===== config.mk =====
export PLATFORM = sky130hd
export DESIGN_NAME = wb_hilo_cp0
export DESIGN_NICKNAME = d
export VERILOG_FILES = /design/src/rtl/wb_hilo_cp0.sv
export SDC_FILE = /design/constraint.sdc
export NUM_CORES = 1
export LEC_CHECK = 0
export ABC_AREA = 0
export BUFFER_PORTS_ARGS = -buffer_cell sky130_fd_sc_hd__buf_2
export CORE_AREA = 2 2 189 191
export CTS_CLUSTER_SIZE = 40
export DETAILED_ROUTE_END_ITERATION = 8
export DIE_AREA = 0 0 191 193
export HOLD_SLACK_MARGIN = 0.1
export MAX_ROUTING_LAYER = met4
export PLACE_DENSITY_LB_ADDON = 0.08
export SLEW_MARGIN = 30
export SYNTH_ARGS = -nofsm -noshare
export SYNTH_HDL_FRONTEND = slang
export SYNTH_SLANG_ARGS = --single-unit

===== constraint.sdc =====
create_clock -name clk -period 1.4 [get_ports clk]
set_input_delay 0.07 -clock clk [delete_from_list [all_inputs] [get_ports clk]]
set_output_delay 0.07 -clock clk [all_outputs]
set_load 0.02 [all_outputs]

===== src/rtl/wb_hilo_cp0.sv =====
// Writeback stage: GPR write port, architectural HI/LO and the CP0 subset (Status/Cause/EPC).
// Define CP0_TIMER_EN to build the Count/Compare timer and its interrupt request.
module wb_hilo_cp0 #(
   parameter int         CNT_DIV = 2,
   parameter logic [4:0] EXC_SYS = 5'd8
) (
   input  logic        clk,
   input  logic        rst,
   input  logic [31:0] wr_dout,
   input  logic [31:0] wr_result,
   input  logic [31:0] wr_HL,
   input  logic [31:0] wr_cp0_dout,
   input  logic [63:0] wr_mult,
   input  logic [31:0] wr_busA_mux2,
   input  logic [31:0] wr_busB_mux2,
   input  logic [31:0] wr_pc,
   input  logic [4:0]  wr_rw,
   input  logic        wr_regWr,
   input  logic        wr_multWr,
   input  logic        wr_Highin,
   input  logic        wr_Lowin,
   input  logic [1:0]  wr_memtoreg,
   input  logic [2:0]  wr_cp0op,
   input  logic [4:0]  wr_cs,
   input  logic [2:0]  wr_sel,
   input  logic [4:0]  cp0_raddr,
   output logic        rf_we,
   output logic [4:0]  rf_waddr,
   output logic [31:0] rf_wdata,
   output logic [31:0] hi,
   output logic [31:0] lo,
   output logic [31:0] cp0_rdata,
   output logic [31:0] epc,
   output logic        exl,
   output logic        int_req
);

   localparam logic [2:0] OP_MTC0    = 3'b001;
   localparam logic [2:0] OP_SYSCALL = 3'b011;
   localparam logic [2:0] OP_ERET    = 3'b100;

   localparam logic [4:0] A_COUNT   = 5'd9;
   localparam logic [4:0] A_COMPARE = 5'd11;
   localparam logic [4:0] A_STATUS  = 5'd12;
   localparam logic [4:0] A_CAUSE   = 5'd13;
   localparam logic [4:0] A_EPC     = 5'd14;

   if (CNT_DIV < 1 || CNT_DIV > 4) begin : g_bad_cnt_div
      $error("CNT_DIV must be in 1..4");
   end

   logic [31:0] hi_q, hi_d, lo_q, lo_d;
   logic [31:0] status_q, status_d, cause_q, cause_d, epc_q, epc_d;
   logic        mtc0_en;

   assign rf_we    = wr_regWr & (wr_rw != 5'd0);
   assign rf_waddr = wr_rw;

   always_comb begin
      rf_wdata = wr_result;
      case (wr_memtoreg)
         2'd0:    rf_wdata = wr_result;
         2'd1:    rf_wdata = wr_dout;
         2'd2:    rf_wdata = wr_HL;
         default: rf_wdata = wr_cp0_dout;
      endcase
   end

   // A multiply result overrides any mthi/mtlo retiring in the same cycle.
   always_comb begin
      hi_d = hi_q;
      lo_d = lo_q;
      if (wr_multWr) begin
         {hi_d, lo_d} = wr_mult;
      end else begin
         if (wr_Highin) hi_d = wr_busA_mux2;
         if (wr_Lowin)  lo_d = wr_busA_mux2;
      end
   end

   assign mtc0_en = (wr_cp0op == OP_MTC0) && (wr_sel == 3'd0);

`ifdef CP0_TIMER_EN
   logic [31:0] count_q, count_d, compare_q, compare_d;
   logic [1:0]  div_q, div_d;
   logic        div_wrap;

   assign div_wrap = (div_q == 2'(CNT_DIV - 1));
`endif

   always_comb begin
      status_d = status_q;
      cause_d  = cause_q;
      epc_d    = epc_q;
      if (wr_cp0op == OP_SYSCALL) begin
         epc_d        = wr_pc;
         cause_d[6:2] = EXC_SYS;
         status_d[1]  = 1'b1;
      end else if (wr_cp0op == OP_ERET) begin
         status_d[1] = 1'b0;
      end else if (mtc0_en) begin
         case (wr_cs)
            A_STATUS: status_d     = wr_busB_mux2;
            A_CAUSE:  cause_d[9:8] = wr_busB_mux2[9:8];
            A_EPC:    epc_d        = wr_busB_mux2;
            default:  ;
         endcase
      end
`ifdef CP0_TIMER_EN
      count_d   = div_wrap ? count_q + 32'd1 : count_q;
      div_d     = div_wrap ? 2'd0 : div_q + 2'd1;
      compare_d = compare_q;
      if (mtc0_en && wr_cs == A_COUNT) begin
         count_d = wr_busB_mux2;
         div_d   = 2'd0;
      end
      // The timer flag is sticky; only a Compare write clears it, even against a live match.
      if (count_q == compare_q && compare_q != 32'd0) cause_d[15] = 1'b1;
      if (mtc0_en && wr_cs == A_COMPARE) begin
         compare_d   = wr_busB_mux2;
         cause_d[15] = 1'b0;
      end
`endif
   end

   always_ff @(posedge clk) begin
      if (rst) begin
         hi_q     <= '0;
         lo_q     <= '0;
         status_q <= '0;
         cause_q  <= '0;
         epc_q    <= '0;
`ifdef CP0_TIMER_EN
         count_q   <= '0;
         compare_q <= '0;
         div_q     <= '0;
`endif
      end else begin
         hi_q     <= hi_d;
         lo_q     <= lo_d;
         status_q <= status_d;
         cause_q  <= cause_d;
         epc_q    <= epc_d;
`ifdef CP0_TIMER_EN
         count_q   <= count_d;
         compare_q <= compare_d;
         div_q     <= div_d;
`endif
      end
   end

   always_comb begin
      cp0_rdata = 32'd0;
      case (cp0_raddr)
         A_STATUS:  cp0_rdata = status_q;
         A_CAUSE:   cp0_rdata = cause_q;
         A_EPC:     cp0_rdata = epc_q;
`ifdef CP0_TIMER_EN
         A_COUNT:   cp0_rdata = count_q;
         A_COMPARE: cp0_rdata = compare_q;
`endif
         default:   cp0_rdata = 32'd0;
      endcase
   end

   assign hi  = hi_q;
   assign lo  = lo_q;
   assign epc = epc_q;
   assign exl = status_q[1];

`ifdef CP0_TIMER_EN
   assign int_req = cause_q[15] & status_q[15] & status_q[0] & ~status_q[1];
`else
   assign int_req = 1'b0;
`endif

endmodule

Word level (Yosys, flattened, before mapping)
Cells that the tools add are included.
{"block": "op_classes", "n_eq_ne": 12, "mux": 14, "bitwise": 3, "reduce_logical": 14}
{"operator": "$mux 32", "n": 8}
{"operator": "$pmux 32 s3", "n": 2}
{"operator": "$eq 5x4->1 const B", "n": 6}
{"operator": "$reduce_and 4->1", "n": 2}
{"operator": "$reduce_bool 2->1", "n": 4}
{"operator": "$reduce_bool 3->1", "n": 2}
{"operator": "$reduce_bool 5->1", "n": 1}
{"operator": "$mux 2", "n": 2}
{"operator": "$eq 3x1->1 const B", "n": 1}
{"operator": "$eq 3x2->1 const B", "n": 1}
{"operator": "$eq 3x3->1 const B", "n": 1}
{"operator": "$logic_not 3->1", "n": 1}
{"operator": "$reduce_and 3->1", "n": 1}
{"operator": "$eq 2x1->1 const B", "n": 1}
{"operator": "$eq 2x2->1 const B", "n": 1}
{"operator": "$logic_not 2->1", "n": 1}
{"operator": "$mux 1", "n": 2}
{"operator": "$ne 2x2->1 const B", "n": 1}
{"operator": "$not 1->1", "n": 2}
{"operator": "$reduce_and 2->1", "n": 1}
{"operator": "$and 1x1->1", "n": 1}
{"operator": "$logic_and 1x1->1", "n": 1}
{"block": "word_totals", "ff_bits": 131, "input_bits": 317, "out_inout_bits": 168, "elab_cells": 50}

Longest topological paths before layout
Gate-level depths: netlist (run 1).
{"block": "depth", "word_depth": 5, "depth_mapped": 6, "depth_no_buf": 4}

Least setup slack after synthesis (run 1)
Ideal clock, no wire load.
{"block": "synth_timing", "kind": "in2reg", "start": "input port wr_cp0op[1]", "end": "register status_q[10]", "setup_ns": 0.132, "arrival_ns": 1.416, "t_required_ns": 1.268, "path_slack_ns": -0.148, "path_stages": 6, "path_buffers": 2, "cell_sequence": "or4_4 or4_1 clkbuf_1 buf_4 nand2_1 a21oi_1"}
{"block": "synth_via", "elab_chain_len": 3, "elab_cells_between_ends": 7, "cone_classes": "eq/ne: 3; bitwise: 2; reduce/logical: 2"}
{"item": "start, declared", "line_no": "23", "rtl": "input logic [2:0] wr_cp0op,"}
{"item": "$eq 3x1->1, or another cell as far along", "line_no": "81", "rtl": "assign mtc0_en = (wr_cp0op == OP_MTC0) && (wr_sel == 3'd0);"}
{"item": "$logic_and 1x1->1 / $not 1->1 (equally long branches)"}
{"item": "$reduce_and 4->1 (no source line) (*)"}
{"item": "end signal, assigned", "line_no": "141", "rtl": "status_q <= status_d;"}
{"item": "end, declared", "line_no": "53", "rtl": "logic [31:0] status_q, status_d, cause_q, cause_d, epc_q, epc_d;"}
Mark *: on every way between the ends. The rest lies on a longest branch, timed or not.
A chain may end at the register's enable or synchronous reset.

Final worst setup path (run 1)
{"block": "layout_timing", "start": "register cause_q[9]", "end": "output port cp0_rdata[9]"}
{"block": "layout_via", "elab_chain_len": 1}
{"item": "start, declared", "line_no": "53"}
{"item": "start signal, assigned", "line_no": "142", "rtl": "cause_q <= cause_d;"}
{"item": "$pmux 32 s3", "line_no": "154", "rtl": "case (cp0_raddr)"}
{"item": "end, declared", "line_no": "32", "rtl": "output logic [31:0] cp0_rdata,"}
No other way between the ends.

==> metrics.csv, run 1 <==
stage;metric;value;unit
run_status;status;complete, no violations;
clocking;Clock Sinks;131;
synth;multiplexer share of the synthesized area;0.291;
timing;Final Hold Viols;0;
global_route;global route total overflow;0;
setup_path;CP arrival;1.28;ns
synth;synth top area cells;dfxtp_1, mux2i_1, mux4_2;
timing;fin. max-slew vios;0;
floorplan;Die Span X;191;µm
routing;Starting DRT DRC Count;251;
placed_design;placed cells;1760;
routing;post-route ant nets;0;
synth;largest family of logic cells by synthesized area;multiplexers;
synth;synthesized net count;1165;
finish;Final nets;1816;
pwr;static leakage;6.16;nW
finish;Final Non-Filler Cells;1974;
synth;synthesized cell area;7200;µm²
global_route;vias in the first global route;8890;
synth;syn_area_per_cell;8.49;µm²
timing;Max Fclk;739;MHz
finish;layout cells sized above 1;0.421;
placed_design;Post-DP HPWL;25800;µm
min_path;Worst Hold Class;in2reg;
job;max-cap viol count;0;
synth;Ys Warns;0;
finish;most common cell after layout, fill and taps aside;buf_2;
finish;Area Overhead vs Synth;78.8;%
global_route;first-pass GRT wire length;50300;µm
routing;Vias/cell;4.32;
setup_path;crit path launch type;register;
routing;routed vias;8534;
timing;post-layout minimum cycle time;1.35;ns
clocking;root buffer cell;clkbuf_16;
pwr;PD cells;885;nW/µm²
clocking;clock slew at reported path FFs;0.06;ns
timing;RSZ-0062 raised after global routing;yes;
timing;clk_skew;0;ns
setup_path;CP Class;reg2out;
timing;setup TNS;0;ns
synth;largest area contributor in the netlist;dfxtp_1;
placed_design;Buffers on Ports;483;
routing;Detailed Route WL;33800;µm
setup_path;reg2reg start;hi[5];
clocking;cts bufs inserted;17;
clocking;Max clock buf depth;2;
synth;post-synthesis cell count;848;
floorplan;# IOs;485;
setup_path;Worst Setup SP;cause_q[9];
global_route;number of antenna violations at the first check in global routing;3;
routing;Initial DRT Pass Iterations;4;
routing;drt drc;0;
setup_path;required time of the critical path;1.33;ns
synth;post-synthesis sequential area ratio;0.364;
floorplan;Starting Density;0.206;
timing;Hold Slack;0.0259;ns
floorplan;die height;193;µm
floorplan;core area;35000;µm²
floorplan;row cnt;69;
min_path;HP Start;wr_busA_mux2[27];
timing;Final setup viols;0;
synth;Yosys reg bits;131;
clocking;CTS tree;built;
placed_design;GPL Wtd Cong;0.824;
clocking;H-tree depth;4;
setup_path;CP max FO;2;
synth;Post-Synth Simple-Gate Area;0.201;
synth;XOR/XNOR Fraction of Synth Area;0;
synth;Adder-Cell Fraction of Synth Area;0;
floorplan;die area;36900;µm²
pwr;Worst VDD drop;0.613;mV
finish;most frequent cells in the layout;buf_2, dlygate4sd3_1, nor2_1;
synth;post-synthesis compound-gate area fraction;0.0924;
routing;Routed WL per cell;17.1;µm
synth;Synth cell types;29;
global_route;gr usage total;0.185;
timing;fin crit share;0.966;
setup_path;CP endpoint kind;output pin;
clocking;clock latency on the worst-skew pair;0.42;ns
global_route;largest net degree at the start of global routing;41;
synth;post-synth top area share;0.364;
-- metrics by stage --
stage          area, µm²  utilization  power, mW  setup WS, ns
2_1_floorplan       7220            -       5.27        -0.135
3_3_place_gp       10400        0.298       6.36        -0.384
3_5_place_dp       10400        0.298       6.36        -0.398
4_1_cts            13000        0.371       11.7      0.000893
5_1_grt            12900        0.368       12.0       -0.0595
6_report           12900        0.368       11.4        0.0470
-- sequential cells by signal, summed over array words and instances, names as in the netlist --
register / flops
lo: 32
cause_q: 3
epc: 32
status_q: 32
hi: 32
-- critical path, stage by stage (launching register included) --
cell     delay, ns
dfxtp_2       0.32
mux2i_1       0.14
nor2_1        0.08
a21oi_1       0.12
nor2_1        0.06
buf_4         0.15
-- logic make-up after synthesis --
group / Yosys count
AND/OR/NAND/NOR: 344
multiplexers: 162
AO/OA/AOI/OAI: 132
flip-flops: 131
buffers and inverters: 78
other: 1
-- cell type report --
cell class	count	area, µm²
inverter	1	3.75
clock buffer	18	429
tap	461	577
fill	3713	22100
clock inverter	14	170
multi-input combinational	639	4250
sequential	131	2630
timing repair buffer	709	4810
antenna	1	2.50
-- repair_timing --
| item | CTS | global route |
|---|---|---|
| gates cloned | 0 | 0 |
| gates resized for setup | 2 | 16 |
| endpoints found under the setup margin | 5 | 29 |
| buffers inserted | 0 | 1 |
| hold buffers | 194 | 7 |
| pin swaps | 0 | 3 |
| endpoints found under the hold margin | 129 | 7 |
-- report_power, final --
part	internal (mW)	total (mW)	switching (mW)
Sequential	3.89	3.98	0.0908
Clock	2.69	4.67	1.98
Combinational	1.43	2.75	1.32
Total	8.00	11.4	3.39
-- final timing paths --
path	to	slack [ns]	depth (start not counted)
worst max-delay path	cp0_rdata[9]	0.05	5
worst max register to register	hi[5]	0.07	5
worst min register to register	status_q[11]	0.45	2
worst min-delay path	lo[27]	0.03	5
-- routing by layer --
metal  GRT usage  wire length, µm  share of wire
met5           -                0              0
met4      0.0519              667          0.020
met3      0.0449             2180          0.064
met2       0.311            16100           0.48
met1       0.219            14900           0.44
-- cell usage after synthesis --
library cell    n
nand4bb_1       1
buf_2          11
nand4b_1        3
buf_1           6
mux2_4         10
or4_4           1
mux4_2         32
dfxtp_1       131
or4_1           2
nor2_1        169
nor4_1          1
mux2_1          3
o21a_1          1
or2_2           1
buf_4           9
clkbuf_1       48
inv_1           1
nor2b_1        33
a21oi_1       130
and3b_1         1
buf_6           3
nand3b_1        2
nor4_2          2
nand2_1       127
nand2b_1        1
o211ai_1        1
mux2_2         19
mux2i_1        98
conb_1          1
(Power assumes the default switching activity.)
==> inputs of run 2 (changes only) <==
PLACE_DENSITY_LB_ADDON = default   (was 0.08)
==> run 2 against run 1 <==
The flow now finishes with violations (setup timing); register-to-register slack lost 0.04 ns; global-route usage grew 1.4 points; sequential cell count is the same; wire length up 8.8%; worst hold slack better by 0.0087 ns; sequential share of layout area up 0.44 points; final cell count down 1.1%; die area unchanged; critical path depth unchanged; sequential power hardly changed; clock power down 3%; via count up 4.2%; largest power group unchanged.
==> metrics.csv, run 2 (same netlist as run 1, synthesis figures left out) <==
stage;metric;value;unit;change
run_status;status;finished with violations;;
run_status;failing checks;setup timing;;
finish;Final nets;1786;;-1.7%
placed_design;DP Worst Slack;-0.410;ns;-0.0123 ns
setup_path;CP Depth;5;;unchanged
routing;Starting DRT DRC Count;340;;+35%
finish;Area Overhead vs Synth;74.8;%;
setup_path;worst path buffer plus inverter count;1;;unchanged
setup_path;CP arrival;1.40;ns;+0.12 ns
timing;clk_skew;0;ns;unchanged
global_route;met3 Usage GRT;0.0505;;+0.00561
routing;Vias/cell;4.56;;+5.4%
pwr;static leakage;6.01;nW;-2.6%
setup_path;CP Class;reg2out;;
clocking;H-tree depth;4;;unchanged
clocking;CTS tree;built;;
placed_design;Buffers on Ports;483;;unchanged
floorplan;die height;193;µm;unchanged
finish;most frequent cells in the layout;buf_2, nor2_1, dlygate4sd3_1;;
setup_path;most used cell, CP;nor2_1;;
placed_design;Post-DP HPWL;27600;µm;+6.9%
timing;fin. max-slew vios;0;;unchanged
min_path;Worst Hold Class;in2reg;;
floorplan;Die Span X;191;µm;unchanged
pwr;PD cells;896;nW/µm²;+1.2%
floorplan;die area;36900;µm²;unchanged
timing;Final setup viols;2;;+2
timing;worst setup margin;-0.0735;ns;-0.121 ns
setup_path;worst path cell trace;mux2i_1 -> nor2_1 -> a21oi_2 -> nor2_1 -> buf_4;;
global_route;grt peak-use layer;met2;;
global_route;met1 Track Usage GR;0.210;;-0.00919
global_route;vias in the first global route;9153;;+3.0%
floorplan;row cnt;69;;unchanged
finish;most common cell after layout, fill and taps aside;buf_2;;
job;max-cap viol count;0;;unchanged
clocking;clock latency on the worst-skew pair;0.42;ns;about the same
pwr;Worst VDD drop;0.720;mV;+17%
global_route;global route total overflow;0;;unchanged
setup_path;required time of the critical path;1.33;ns;about the same
clocking;root buffer cell;clkbuf_16;;
placed_design;GPL Wtd Cong;0.984;;+19%
finish;post-route cell area;12600;µm²;-2.2%
global_route;largest net degree at the start of global routing;76;;+85%
global_route;first-pass GRT wire length;53100;µm;+5.6%
routing;post-route ant nets;0;;unchanged
floorplan;Starting Density;0.206;;unchanged
setup_path;CP endpoint kind;output pin;;
routing;Routed WL per cell;18.9;µm;+10%
finish;Util after Layout;0.360;;-0.00812
global_route;number of antenna violations at the first check in global routing;16;;+13
clocking;cts bufs inserted;17;;unchanged
placed_design;Cell Area, Placed;10300;µm²;-1.5%
routing;Initial DRT Pass Iterations;5;;+1
min_path;WHS Path Cells;5;;unchanged
timing;post-layout minimum cycle time;1.47;ns;+0.120 ns
clocking;Clock Sinks;131;;unchanged
setup_path;crit path launch type;register;;
timing;Hold Slack;0.0346;ns;+0.00870 ns
timing;setup TNS;-0.107;ns;-0.107 ns
timing;Final Hold Viols;0;;unchanged
setup_path;slowest CP cell;dfxtp_2;;
finish;layout cells sized above 1;0.421;;about the same
routing;drt drc;0;;unchanged
routing;Detailed Route WL;36800;µm;+8.8%
floorplan;# IOs;485;;unchanged
clocking;Max clock buf depth;2;;unchanged
routing;routed vias;8896;;+4.2%
global_route;met2 Usage GRT;0.348;;+0.0373
setup_path;CP max FO;2;;unchanged
setup_path;CP max stage delay;0.32;ns;about the same
global_route;gr usage total;0.199;;+0.0142
timing;Max Fclk;679;MHz;-8.2%
timing;fin crit share;1.05;;+0.0861
floorplan;core area;35000;µm²;unchanged
timing;RSZ-0062 raised after global routing;yes;;
setup_path;CP top delay family;flip-flops;;
clocking;clock slew at reported path FFs;0.06;ns;about the same
setup_path;R2R depth;5;;unchanged
-- run 2: cell count changes in the layout (fill, tap and decap cells not counted), sizes merged --
cell / change
inv: -4
diode: +8
clkinv: -2
buf: -15
clkbuf: +1
clkinvlp: +4
dlygate4sd3: -14
-- run 2: power breakdown --
| group | total (mW) | internal (mW) | switching [mW] |
|---|---|---|---|
| registers | 3.99 | 3.89 | 0.101 |
| clock network | 4.54 | 2.72 | 1.83 |
| logic | 2.74 | 1.36 | 1.38 |
-- run 2: worst paths after layout --
check	start	to	slack [ns]
max reg2reg	lo[4]	lo[4]	0.03
max	cause_q[9]	cp0_rdata[9]	-0.07
min reg2reg	status_q[3]	status_q[3]	0.45
min	wr_busA_mux2[5]	hi[5]	0.03
-- run 2: worst register-to-register path, stage by stage, from the launching register on --
cell and delay, ns:
dfxtp_1 0.32, mux2i_1 0.13, nor2_1 0.05, a21oi_1 0.13
dlygate4sd3_1 0.58, nor2_1 0.04
-- run 2: area by class of cell --
cell class	instances	area (µm²)
antenna	9	22.5
tap	461	577
fill	3537	22400
inverter	1	3.75
timing repair buffer	679	4500
clock inverter	12	130
sequential	131	2630
clock buffer	20	457
multi-input combinational	639	4270
-- run 2: stage by stage --
| step | power, mW | cells |
|---|---|---|
| CTS | 11.5 | 1966 |
| global placement | 6.32 | 1744 |
| floorplan | 5.27 | 848 |
| finish | 11.3 | 1952 |
| detailed placement | 6.34 | 1744 |
| global route | 11.8 | 1952 |
-- run 2: repair_timing --
item / in CTS / in global routing
gates cloned: 0 / 0
pin swaps: 0 / 3
setup buffers: 0 / 1
hold endpoints to repair: 129 / 12
gates resized for setup: 10 / 7
hold buffers: 190 / 13
setup endpoints to repair: 2 / 40
-- run 2: per-layer routing --
| layer | routed length, µm | up-vias | part of all wire |
|---|---|---|---|
| met2 | 19000 | 461 | 0.51 |
| met3 | 2930 | 56 | 0.079 |
| met5 | 0 | - | 0 |
| met4 | 1110 | 0 | 0.030 |
| li1 | - | 4136 | - |
| met1 | 13800 | 4243 | 0.38 |
